**src/rtl/conv_bias_seq_if.sv**
```systemverilog
// Bias sequencer bundle: controller-side request/load signals and the
// bias-add-side output stream.
interface conv_bias_seq_if #(
  parameter int BIAS_WIDTH = 8,
  parameter int CH_WIDTH   = 5
);
  logic                  start;
  logic                  req;
  logic                  ld_en;
  logic [CH_WIDTH-1:0]   ld_addr;
  logic [BIAS_WIDTH-1:0] ld_data;
  logic                  busy;
  logic                  b_valid;
  logic [BIAS_WIDTH-1:0] b_data;
  logic [CH_WIDTH-1:0]   b_ch;
  logic                  done;

  modport master (
    output start, req, ld_en, ld_addr, ld_data,
    input  busy, b_valid, b_data, b_ch, done
  );

  modport slave (
    input  start, req, ld_en, ld_addr, ld_data,
    output busy, b_valid, b_data, b_ch, done
  );
endinterface

```
**src/rtl/conv_bias_seq.sv**
```systemverilog
// Per-output-channel bias sequencer: loadable bias register file walked one
// channel per accepted request, two-cycle read latency.
// Optional build macro CONV_BIAS_SEQ_WRAP_EN: passes repeat without a new start.
module conv_bias_seq #(
  parameter int BIAS_WIDTH = 8,
  parameter int NUM_CH     = 18,
  parameter int CH_WIDTH   = 5
) (
  input  logic           clk,
  input  logic           rst,
  conv_bias_seq_if.slave bus
);

  localparam logic [CH_WIDTH-1:0] LAST_CH    = CH_WIDTH'(NUM_CH - 1);
  localparam logic [CH_WIDTH:0]   NUM_CH_EXT = (CH_WIDTH + 1)'(NUM_CH);

  typedef enum logic [1:0] {IDLE, RUN, DONE} state_t;

  state_t                       state;
  logic                         busy_q;
  logic [CH_WIDTH-1:0]          ch;
  logic signed [BIAS_WIDTH-1:0] rf [NUM_CH];
  logic                         accept;

  logic                         vld_p1;
  logic [CH_WIDTH-1:0]          ch_p1;
  logic signed [BIAS_WIDTH-1:0] data_p1;

  logic                         vld_p2;
  logic                         done_p2;
  logic [CH_WIDTH-1:0]          ch_p2;
  logic signed [BIAS_WIDTH-1:0] data_p2;

  // Extra MSB lets the bound check work even when NUM_CH == 2^CH_WIDTH.
  function automatic logic addr_in_range(input logic [CH_WIDTH-1:0] addr);
    return {1'b0, addr} < NUM_CH_EXT;
  endfunction

  // start wins over a coincident req
  assign accept = (state == RUN) && bus.req && !bus.start;

  always_ff @(posedge clk) begin
    if (rst) begin
      state  <= IDLE;
      busy_q <= 1'b0;
      ch     <= '0;
    end else if (bus.start) begin
      state  <= RUN;
      busy_q <= 1'b1;
      ch     <= '0;
    end else if (accept) begin
      if (ch == LAST_CH) begin
`ifdef CONV_BIAS_SEQ_WRAP_EN
        ch     <= '0;
`else
        state  <= DONE;
        busy_q <= 1'b0;
`endif
      end else begin
        ch <= ch + 1'b1;
      end
    end
  end

  always_ff @(posedge clk) begin
    if (rst) begin
      for (int i = 0; i < NUM_CH; i++) rf[i] <= '0;
    end else if (bus.ld_en && addr_in_range(bus.ld_addr)) begin
      rf[bus.ld_addr] <= bus.ld_data;
    end
  end

  // Stage 1: latch channel index and read the register file (pre-write value)
  always_ff @(posedge clk) begin
    if (rst) begin
      vld_p1  <= 1'b0;
      ch_p1   <= '0;
      data_p1 <= '0;
    end else begin
      vld_p1 <= accept;
      if (accept) begin
        ch_p1   <= ch;
        data_p1 <= rf[ch];
      end
    end
  end

  // Stage 2: output register; data and index hold while not valid
  always_ff @(posedge clk) begin
    if (rst) begin
      vld_p2  <= 1'b0;
      done_p2 <= 1'b0;
      ch_p2   <= '0;
      data_p2 <= '0;
    end else begin
      vld_p2  <= vld_p1;
      done_p2 <= vld_p1 && (ch_p1 == LAST_CH);
      if (vld_p1) begin
        ch_p2   <= ch_p1;
        data_p2 <= data_p1;
      end
    end
  end

  assign bus.busy    = busy_q;
  assign bus.b_valid = vld_p2;
  assign bus.b_data  = data_p2;
  assign bus.b_ch    = ch_p2;
  assign bus.done    = done_p2;

endmodule
```
**src/flat_wrapper.sv**
```systemverilog
// flat-port wrapper written by rule: the top's interface ports become plain ports
module conv_bias_seq_flat 
#(
  parameter int BIAS_WIDTH = 8,
  parameter int NUM_CH     = 18,
  parameter int CH_WIDTH   = 5
)
  (clk, rst, bus_start, bus_req, bus_ld_en, bus_ld_addr, bus_ld_data, bus_busy, bus_b_valid, bus_b_data, bus_b_ch, bus_done);
  conv_bias_seq_if #(.BIAS_WIDTH(BIAS_WIDTH), .CH_WIDTH(CH_WIDTH)) bus_i ();
  input  logic clk;
  input  logic rst;
  input wire logic [$bits(bus_i.start)-1:0] bus_start;
  input wire logic [$bits(bus_i.req)-1:0] bus_req;
  input wire logic [$bits(bus_i.ld_en)-1:0] bus_ld_en;
  input wire logic [$bits(bus_i.ld_addr)-1:0] bus_ld_addr;
  input wire logic [$bits(bus_i.ld_data)-1:0] bus_ld_data;
  output wire logic [$bits(bus_i.busy)-1:0] bus_busy;
  output wire logic [$bits(bus_i.b_valid)-1:0] bus_b_valid;
  output wire logic [$bits(bus_i.b_data)-1:0] bus_b_data;
  output wire logic [$bits(bus_i.b_ch)-1:0] bus_b_ch;
  output wire logic [$bits(bus_i.done)-1:0] bus_done;
  assign bus_i.start = bus_start;
  assign bus_i.req = bus_req;
  assign bus_i.ld_en = bus_ld_en;
  assign bus_i.ld_addr = bus_ld_addr;
  assign bus_i.ld_data = bus_ld_data;
  assign bus_busy = bus_i.busy;
  assign bus_b_valid = bus_i.b_valid;
  assign bus_b_data = bus_i.b_data;
  assign bus_b_ch = bus_i.b_ch;
  assign bus_done = bus_i.done;
  conv_bias_seq #(.BIAS_WIDTH(BIAS_WIDTH), .NUM_CH(NUM_CH), .CH_WIDTH(CH_WIDTH)) u_core (.clk(clk), .rst(rst), .bus(bus_i));
endmodule
```
**config.mk**
```make
export PLATFORM = sky130hd
export DESIGN_NAME = conv_bias_seq_flat
export DESIGN_NICKNAME = d
export VERILOG_FILES = /design/src/rtl/conv_bias_seq_if.sv /design/src/rtl/conv_bias_seq.sv /design/src/flat_wrapper.sv
export SDC_FILE = /design/constraint.sdc
export NUM_CORES = 1
export LEC_CHECK = 0
export ABC_AREA = 1
export CAP_MARGIN = 20
export CORE_MARGIN = 2
export CORE_UTILIZATION = 35
export DETAILED_ROUTE_END_ITERATION = 10
export PLACE_DENSITY = 0.5
export SLEW_MARGIN = 20
export SYNTH_ARGS = -nofsm -noshare
export SYNTH_HDL_FRONTEND = slang
export SYNTH_SLANG_ARGS = --single-unit
```
**constraint.sdc**
```tcl
create_clock -name clk -period 2.4 [get_ports clk]
set_clock_uncertainty 0.15 [all_clocks]
set_input_delay 0.72 -clock clk [delete_from_list [all_inputs] [get_ports clk]]
set_output_delay 0.72 -clock clk [all_outputs]
set_load 0.02 [all_outputs]
```
Word level (Yosys, flattened, before mapping)
Memory sizes are Yosys's and may differ from the RTL's. A register that Yosys moved wholly into a read port is not among the register bits.
Index checks and enable logic that the tools add are counted.
{"block": "totals", "out_inout_bits": 16, "wordCells": 43, "input_bits": 18, "reg_bits": 29, "mem_bits_rw": 144, "mem_count": 1}
{"name": "u_core.rf", "depth": 18, "word_bits": 8, "rd": 1, "rd_clocked_by_memory_dff": 1, "write_ports": 18, "line_no": "conv_bias_seq.sv:22", "text": "logic signed [BIAS_WIDTH-1:0] rf [NUM_CH];"}
{"block": "op_classes", "bitwise": 1, "magnitude_cmp": 1, "n_mux": 14, "reduce_logical": 12, "eq_ne": 3, "addsub": 1}
{"op": "1-bit 2-to-1 mux", "count": 12}
{"op": "5-bit == test (second input constant)", "count": 2}
{"op": "8-bit 2-to-1 mux", "count": 1}
{"op": "8-bit OR reduction", "count": 1}
{"op": "2-bit AND reduction", "count": 3}
{"op": "5-bit by 1-bit adder with 5-bit output (second input constant)", "count": 1}
{"op": "5-bit less-than comparator (second input constant)", "count": 1}
{"op": "5-bit 2-to-1 mux", "count": 1}
{"op": "1-bit logical AND", "count": 4}
{"op": "2-bit nonzero test", "count": 2}
{"op": "2-bit by 1-bit == test with 1-bit output (second input constant)", "count": 1}
{"op": "2-bit OR reduction", "count": 1}
{"op": "1-bit logical NOT", "count": 1}
{"op": "1-bit inverter", "count": 1}

Longest topological paths before layout
Gate-level depths: netlist of the first run.
{"block": "depth", "depth_word": 7, "depth_mapped": 13, "ltp_nobuf": 11}

Least setup slack after synthesis of the first run
Ideal clock, no wire load.
{"block": "synth_path", "kind": "input to register", "start": "input port bus_ld_addr[3]", "end": "memory u_core.rf[9][0], enable pin", "setup_time_ns": 0.329, "arrival_ns": 1.950, "n_path_buf": 1, "t_required_ns": 1.921, "path_slack_ns": -0.029, "path_stages": 8, "path_cell_list": "o31ai_2 > nand3_2 > inv_2 > buf_6 > nand2_4 > nor2_4 > nand2_2 > nand2_1"}
{"item": "start, declared", "line_no": "flat_wrapper.sv:15", "text": "input wire logic [$bits(bus_i.ld_addr)-1:0] bus_ld_addr;"}
{"item": "end, declared", "line_no": "conv_bias_seq.sv:22"}

Worst setup path after layout of the first run
{"block": "layout_path", "start": "register u_core.ch_p2[4], in the netlist u_core.bus.b_ch[4]", "end": "output port bus_b_ch[4]"}
{"item": "start, declared", "line_no": "conv_bias_seq.sv:31", "text": "logic [CH_WIDTH-1:0] ch_p2;"}
{"item": "start signal, assigned", "line_no": "conv_bias_seq.sv:99", "text": "ch_p2 <= ch_p1;"}
{"item": "end, declared", "line_no": "flat_wrapper.sv:20", "text": "output wire logic [$bits(bus_i.b_ch)-1:0] bus_b_ch;"}
No word-level cell between the ends.

==> flow_summary.json, run 1 <==
{
  "power.ir.vdd_worst_mv": 0.4787,
  "vias": 9731,
  "critical_path.top_delay_family": "buffers and inverters",
  "post-route-worst-setup-slack_ns": 0.06059,
  "route.detailed.drc": 0,
  "critical_path_peak_fanout": 2,
  "fp.dieH_um": 198.2,
  "placeableCoreArea_mm2": 0.03740,
  "dominantRegCellSynth": "edfxtp_1",
  "synth_async_sr_flop_share_pct": 0,
  "n_antenna_cell": 0,
  "drt_pass1_iterations": 7,
  "fraction_of_final_layout_cells_with_drive_strength_greater_than_1_pct": 12.80,
  "syn_inst": 1447,
  "width_of_the_die_um": 198.2,
  "post-route-cell-area_mm2": 0.01667,
  "min_period_ns": 2.339,
  "crit_buf_inv": 1,
  "timing.critical_path.to_type": "primary output",
  "dpl_worst_slack_ns": -0.5608,
  "static-leakage-power_nw": 7.449,
  "via_count_normalized_by_instance_count": 4.395,
  "h_tree_level_count": 2,
  "r2r-start": "u_core.ch[0]",
  "antenna_violating_nets_post_route": 0,
  "cts_num_sinks": 292,
  "critical-path-slowest-cell": "clkdlybuf4s50_1",
  "final-setup-viol-count": 0,
  "finalHoldViolations": 0,
  "netSwitchingFraction_pct": 21.78,
  "top_level_ports": 34,
  "via_count_of_the_first_global_routing_pass": 9559,
  "switchingPower_w": 0.002558,
  "critPathMaxStageDelay_ns": 0.63,
  "maximum_number_of_pins_on_one_net_before_global_route_repair": 50,
  "power_frac_clock_pct": 43.6,
  "yosys_register_bits": 292,
  "synth-edff-count": 256,
  "synthDistinctLibCells": 30,
  "yosysSeqAreaShare_pct": 63.68,
  "dp_hpwl_um": 22050,
  "power.sequential.fraction_pct": 50.1,
  "worstPathCellList": "clkdlybuf4s50_1",
  "critical_path_required_ns": 1.53,
  "power_density_mw_per_mm2": 704.6,
  "layout_commonest_cell": "nand2_1",
  "worstSetupPathType": "reg2out",
  "post_cts_hold_buffer_count": 0,
  "globalRouteOverflowTotal": 0,
  "cp-startpoint": "u_core.bus.b_ch[4]",
  "clock_tree_from_tritoncts": "built",
  "initial_utilization_pct": 35.30,
  "startpoint_type": "flip-flop",
  "cts_buffers": 34,
  "ys_warn_count": 0,
  "internal_power_w": 0.009189,
  "grt_pass1_wl_um": 52030,
  "outcome": "finished, final reports clean",
  "floorplan.rows": 71,
  "comb_power_share_pct": 6.3,
  "global_route.usage.total_pct": 17.38,
  "postRouteWirelength_um": 33100,
  "clkSlewWorstSetupHoldPaths_ns": 0.06,
  "detailed_place.area_mm2": 0.01552,
  "post_synth_instance_area_mm2": 0.01320,
  "fp.dieArea_mm2": 0.03930,
  "cts_buffer_depth": 3,
  "wl_per_cell_um": 14.95,
  "drv_slew": 0,
  "gp_routability_congestion": 0.8096,
  "arrival_ns": 1.47,
  "clkLatencyLatePin_ns": 0.52,
  "syn_to_final_growth_pct": 26.27,
  "grt_antenna_before_repair": 0,
  "layout.cells.most_common_list": "490 x nand2_1, 256 x edfxtp_1, 191 x inv_1",
  "achievable-frequency_mhz": 427.5,
  "max-cap-violations": 0,
  "timing.setup.tns_ns": 0,
  "hold_class": "reg2reg",
  "layout.core_utilization_pct": 44.58,
  "drt-initial-drc-count": 646,
  "postCtsSetupBuffers": 0,
  "worst_slew_pin_slew_ns": 0.6048,
  "timing.hold.worst.start": "u_core.ch_p1[1]",
  "port_buffers": 33,
  "clock_tree_root_buffer_cell": "clkbuf_16",
  "final.period_utilization_pct": 97.48,
  "avgSynthCellArea_um2": 9.125,
  "slew_headroom_pct": 59.63,
  "layout.nets": 1698
}
[cells by family after synthesis]
group / count (synthesis) / share of synthesized area (%)
adders and majority gates: 2 / 0.1895
other: 1 / 0.02840
buffers and inverters: 261 / 7.780
DFF: 292 / 63.68
AOI/OAI and AO/OA: 77 / 3.042
and+or+nand+nor: 814 / 25.28
[layout make-up]
class / count / area [µm²]
fillers: 3647 / 20730
flip-flops and latches: 292 / 8413
multi-input cells: 1005 / 4244
repair buffers: 149 / 1534
clock buffers: 48 / 997.2
inverters: 196 / 737.0
well taps: 511 / 639.4
clock inverters: 13 / 107.6
[worst paths after layout]
check                       to  slack, ns  cells after the start
max                bus_b_ch[4]       0.06                      1
min            u_core.bus.done       0.29                      1
max reg2reg  u_core.data_p1[0]       0.34                     11
min reg2reg    u_core.bus.done       0.29                      1
[synthesized netlist by cell type, types with 5 or more instances]
| master | instances | area (µm²) |
|---|---|---|
| o21ai_1 | 8 | 40.04 |
| nand2_2 | 20 | 125.1 |
| nand2_4 | 5 | 56.30 |
| o21ai_0 | 50 | 250.2 |
| clkbuf_1 | 32 | 120.1 |
| nand3_1 | 82 | 410.4 |
| buf_2 | 26 | 130.1 |
| dfxtp_1 | 36 | 720.7 |
| nand2_1 | 501 | 1881 |
| nor2_4 | 5 | 56.30 |
| nor2_1 | 190 | 713.2 |
| a21oi_1 | 15 | 75.07 |
| edfxtp_1 | 256 | 7687 |
| inv_1 | 192 | 720.7 |
[power groups by stage]
stage | Combinational, W | Sequential (W) | Clock (W)
after floorplan | 0.000417 | 0.00598 | 0
after global placement | 0.000736 | 0.00599 | 0
after detailed placement | 0.000740 | 0.00599 | 0
after CTS | 0.000745 | 0.00589 | 0.00525
after global routing | 0.000844 | 0.00591 | 0.00543
final | 0.000742 | 0.00589 | 0.00512
[sequential cells by signal (all words and copies together) (netlist names)]
signal and flops:
u_core.ch 5, u_core.rf 256, u_core.bus.b_ch 5, u_core.bus.done 1, u_core.ch_p1 5, u_core.bus.b_valid 1
u_core.bus.b_data 8, u_core.vld_p1 1, u_core.state 2, u_core.data_p1 8
[stage by stage]
stage,power [W],hold WS (ns),instances
floorplan,0.006394,0.2468,1558
global placement,0.006723,0.2819,2153
detailed placement,0.006732,0.2870,2153
CTS,0.01188,0.3015,2214
global route,0.01219,0.3120,2214
finish,0.01175,0.2857,2214
[what timing repair did]
action                     4_1_cts  5_1_grt
setup endpoints to repair        8      142
pin swaps                        0        2
resized for setup                1       10
[per-layer routing]
layer / routed length, µm / track usage, % / vias to the layer above
met5: 0 / 0 / -
met4: 811 / 5.180 / 0
met3: 1466 / 2.759 / 57
met2: 15770 / 29.20 / 187
met1: 15060 / 23.13 / 4579
li1: - / - / 4908
Power figures use the tool's default switching activity.
==> inputs of run 2 (changes only) <==
Settings changed: CTS_CLUSTER_DIAMETER set to 30.
==> flow_summary.json, run 2 (same netlist as run 1, synthesis figures left out) <==
{
  "final.period_utilization_pct": 97.75,
  "comb_power_share_pct": 4.4,
  "fp.dieH_um": 198.2,
  "critical_path_peak_fanout": 2,
  "finalHoldViolations": 0,
  "fp.dieArea_mm2": 0.03930,
  "grt_setup_unrepaired": "no",
  "slew_headroom_pct": 59.70,
  "antenna_violating_nets_post_route": 0,
  "timing.setup.tns_ns": 0,
  "drv_slew": 0,
  "route.detailed.drc": 0,
  "cts_buffers": 76,
  "internal_power_w": 0.01317,
  "critical_path_required_ns": 1.53,
  "clkLatencyLatePin_ns": 0.57,
  "postRouteWirelength_um": 33890,
  "globalRouteOverflowTotal": 0,
  "top_level_ports": 34,
  "layout.cells.most_common_list": "490 x nand2_1, 256 x edfxtp_1, 191 x inv_1",
  "outcome": "finished, final reports clean",
  "floorplan.rows": 71,
  "power.ir.vdd_worst_mv": 0.5481,
  "clock_tree_root_buffer_cell": "clkbuf_16",
  "largest_register": "u_core.rf",
  "critPathMaxStageDelay_ns": 0.60,
  "drt-initial-drc-count": 658,
  "power.sequential.fraction_pct": 35.5,
  "initial_utilization_pct": 35.30,
  "place_inst": 2153,
  "switchingPower_w": 0.003478,
  "achievable-frequency_mhz": 426.3,
  "worstSetupPathType": "reg2out",
  "h_tree_level_count": 3,
  "gp_routability_congestion": 0.8096,
  "max-cap-violations": 0,
  "fraction_of_final_layout_cells_with_drive_strength_greater_than_1_pct": 16.35,
  "netSwitchingFraction_pct": 20.89,
  "critical-path-slowest-cell": "clkdlybuf4s50_1",
  "cts_num_sinks": 292,
  "timing.critical_path.to_type": "primary output",
  "worst_slew_pin_slew_ns": 0.6039,
  "startpoint_type": "flip-flop",
  "dp_hpwl_um": 22050,
  "static-leakage-power_nw": 8.175,
  "grt_antenna_before_repair": 0,
  "via_count_of_the_first_global_routing_pass": 10014,
  "min_period_ns": 2.346,
  "clkSlewWorstSetupHoldPaths_ns": 0.04,
  "layout.nets": 1740,
  "crit_buf_inv": 1,
  "width_of_the_die_um": 198.2,
  "port_buffers": 33,
  "arrival_ns": 1.48,
  "vias": 10035,
  "wl_per_cell_um": 14.79,
  "hold_class": "reg2reg",
  "placeableCoreArea_mm2": 0.03740,
  "drt_pass1_iterations": 6,
  "cts_buffer_depth": 3,
  "power_frac_clock_pct": 60.1,
  "final-setup-viol-count": 0,
  "global_route.usage.total_pct": 17.89,
  "layout_commonest_cell": "nand2_1",
  "power_density_mw_per_mm2": 920.1,
  "n_antenna_cell": 0,
  "worstPathCellList": "clkdlybuf4s50_1",
  "critical_path.top_delay_family": "buffers and inverters",
  "via_count_normalized_by_instance_count": 4.380,
  "syn_to_final_growth_pct": 37.02,
  "post_cts_hold_buffer_count": 0,
  "grt_pass1_wl_um": 53370,
  "instances_no_fill": 2291,
  "maximum_number_of_pins_on_one_net_before_global_route_repair": 50,
  "largest_reg_flops": 256,
  "clock_tree_from_tritoncts": "built"
}
[run 2: cell count changes in the layout (fill, tap and decap cells not counted), sizes merged]
cell | before | now
inv | 193 | 198
dlygate4sd2 | 0 | 6
clkinvlp | 1 | 3
bufinv | 2 | 10
clkinv | 13 | 26
dlymetal6s2s | 3 | 2
clkbuf | 48 | 97
clkdlybuf4s50 | 30 | 25
[run 2: worst reg2reg max path, stage by stage, from the launching register on]
cell     delay (ns)
dfxtp_2        0.33
inv_2          0.33
buf_12         0.26
o21ai_0        0.11
o21ai_0        0.23
nand2_1        0.17
nand2_1        0.11
o21ai_0        0.12
nand3_1        0.10
nand2_1        0.05
inv_1          0.05
[run 2: what timing repair did]
action                                  in CTS  in global routing
setup buffers                                0                  0
pin swaps                                    0                  2
gates resized for setup                      6                  8
endpoints found under the setup margin       6                 74
[run 2: stage by stage]
step | utilization (%) | power, W | hold slack [ns] | worst slack (ns) | area, µm²
6_report | 48.38 | 0.01665 | 0.2899 | 0.05404 | 18090
3_3_place_gp | 41.51 | 0.006723 | 0.2819 | -0.5108 | 15520
2_1_floorplan | - | 0.006394 | 0.2468 | -0.02611 | 13640
5_1_grt | 48.38 | 0.01721 | 0.3065 | 0.001468 | 18090
4_1_cts | 48.29 | 0.01684 | 0.2967 | 0.007093 | 18060
3_5_place_dp | 41.51 | 0.006732 | 0.2870 | -0.5608 | 15520
[run 2: metal layers]
metal | vias up | global-route usage [%] | wire length [µm]
li1 | 5032 | - | -
met1 | 4709 | 23.16 | 15360
met2 | 220 | 29.37 | 16020
met3 | 74 | 3.424 | 1479
met4 | 0 | 7.519 | 1031
met5 | - | 0 | 0
[run 2: worst paths after layout]
| check | end | startpoint | slack, ns | cells past startpoint |
|---|---|---|---|---|
| min | u_core.bus.done | u_core.ch_p1[1] | 0.29 | 1 |
| max reg2reg | u_core.data_p1[2] | u_core.ch[1] | 0.34 | 10 |
| min reg2reg | u_core.bus.done | u_core.ch_p1[1] | 0.29 | 1 |
| max | bus_b_data[2] | u_core.bus.b_data[2] | 0.05 | 1 |
[run 2: area by class of cell]
class	instances	area, µm²
Clock buffer	97	2061
Clock inverter	41	484.2
Fill cell	3520	19310
Inverter	196	737.0
Multi-Input combinational cell	1005	4234
Sequential cell	292	8413
Tap cell	511	639.4
Timing Repair Buffer	149	1524
[run 2: power by group through the flow]
stage / clock network (W) / logic [W] / registers (W)
floorplan: 0 / 0.000417 / 0.00598
finish: 0.0100 / 0.000739 / 0.00591
detailed placement: 0 / 0.000740 / 0.00599
global route: 0.0104 / 0.000841 / 0.00594
CTS: 0.0102 / 0.000742 / 0.00591
global placement: 0 / 0.000736 / 0.00599
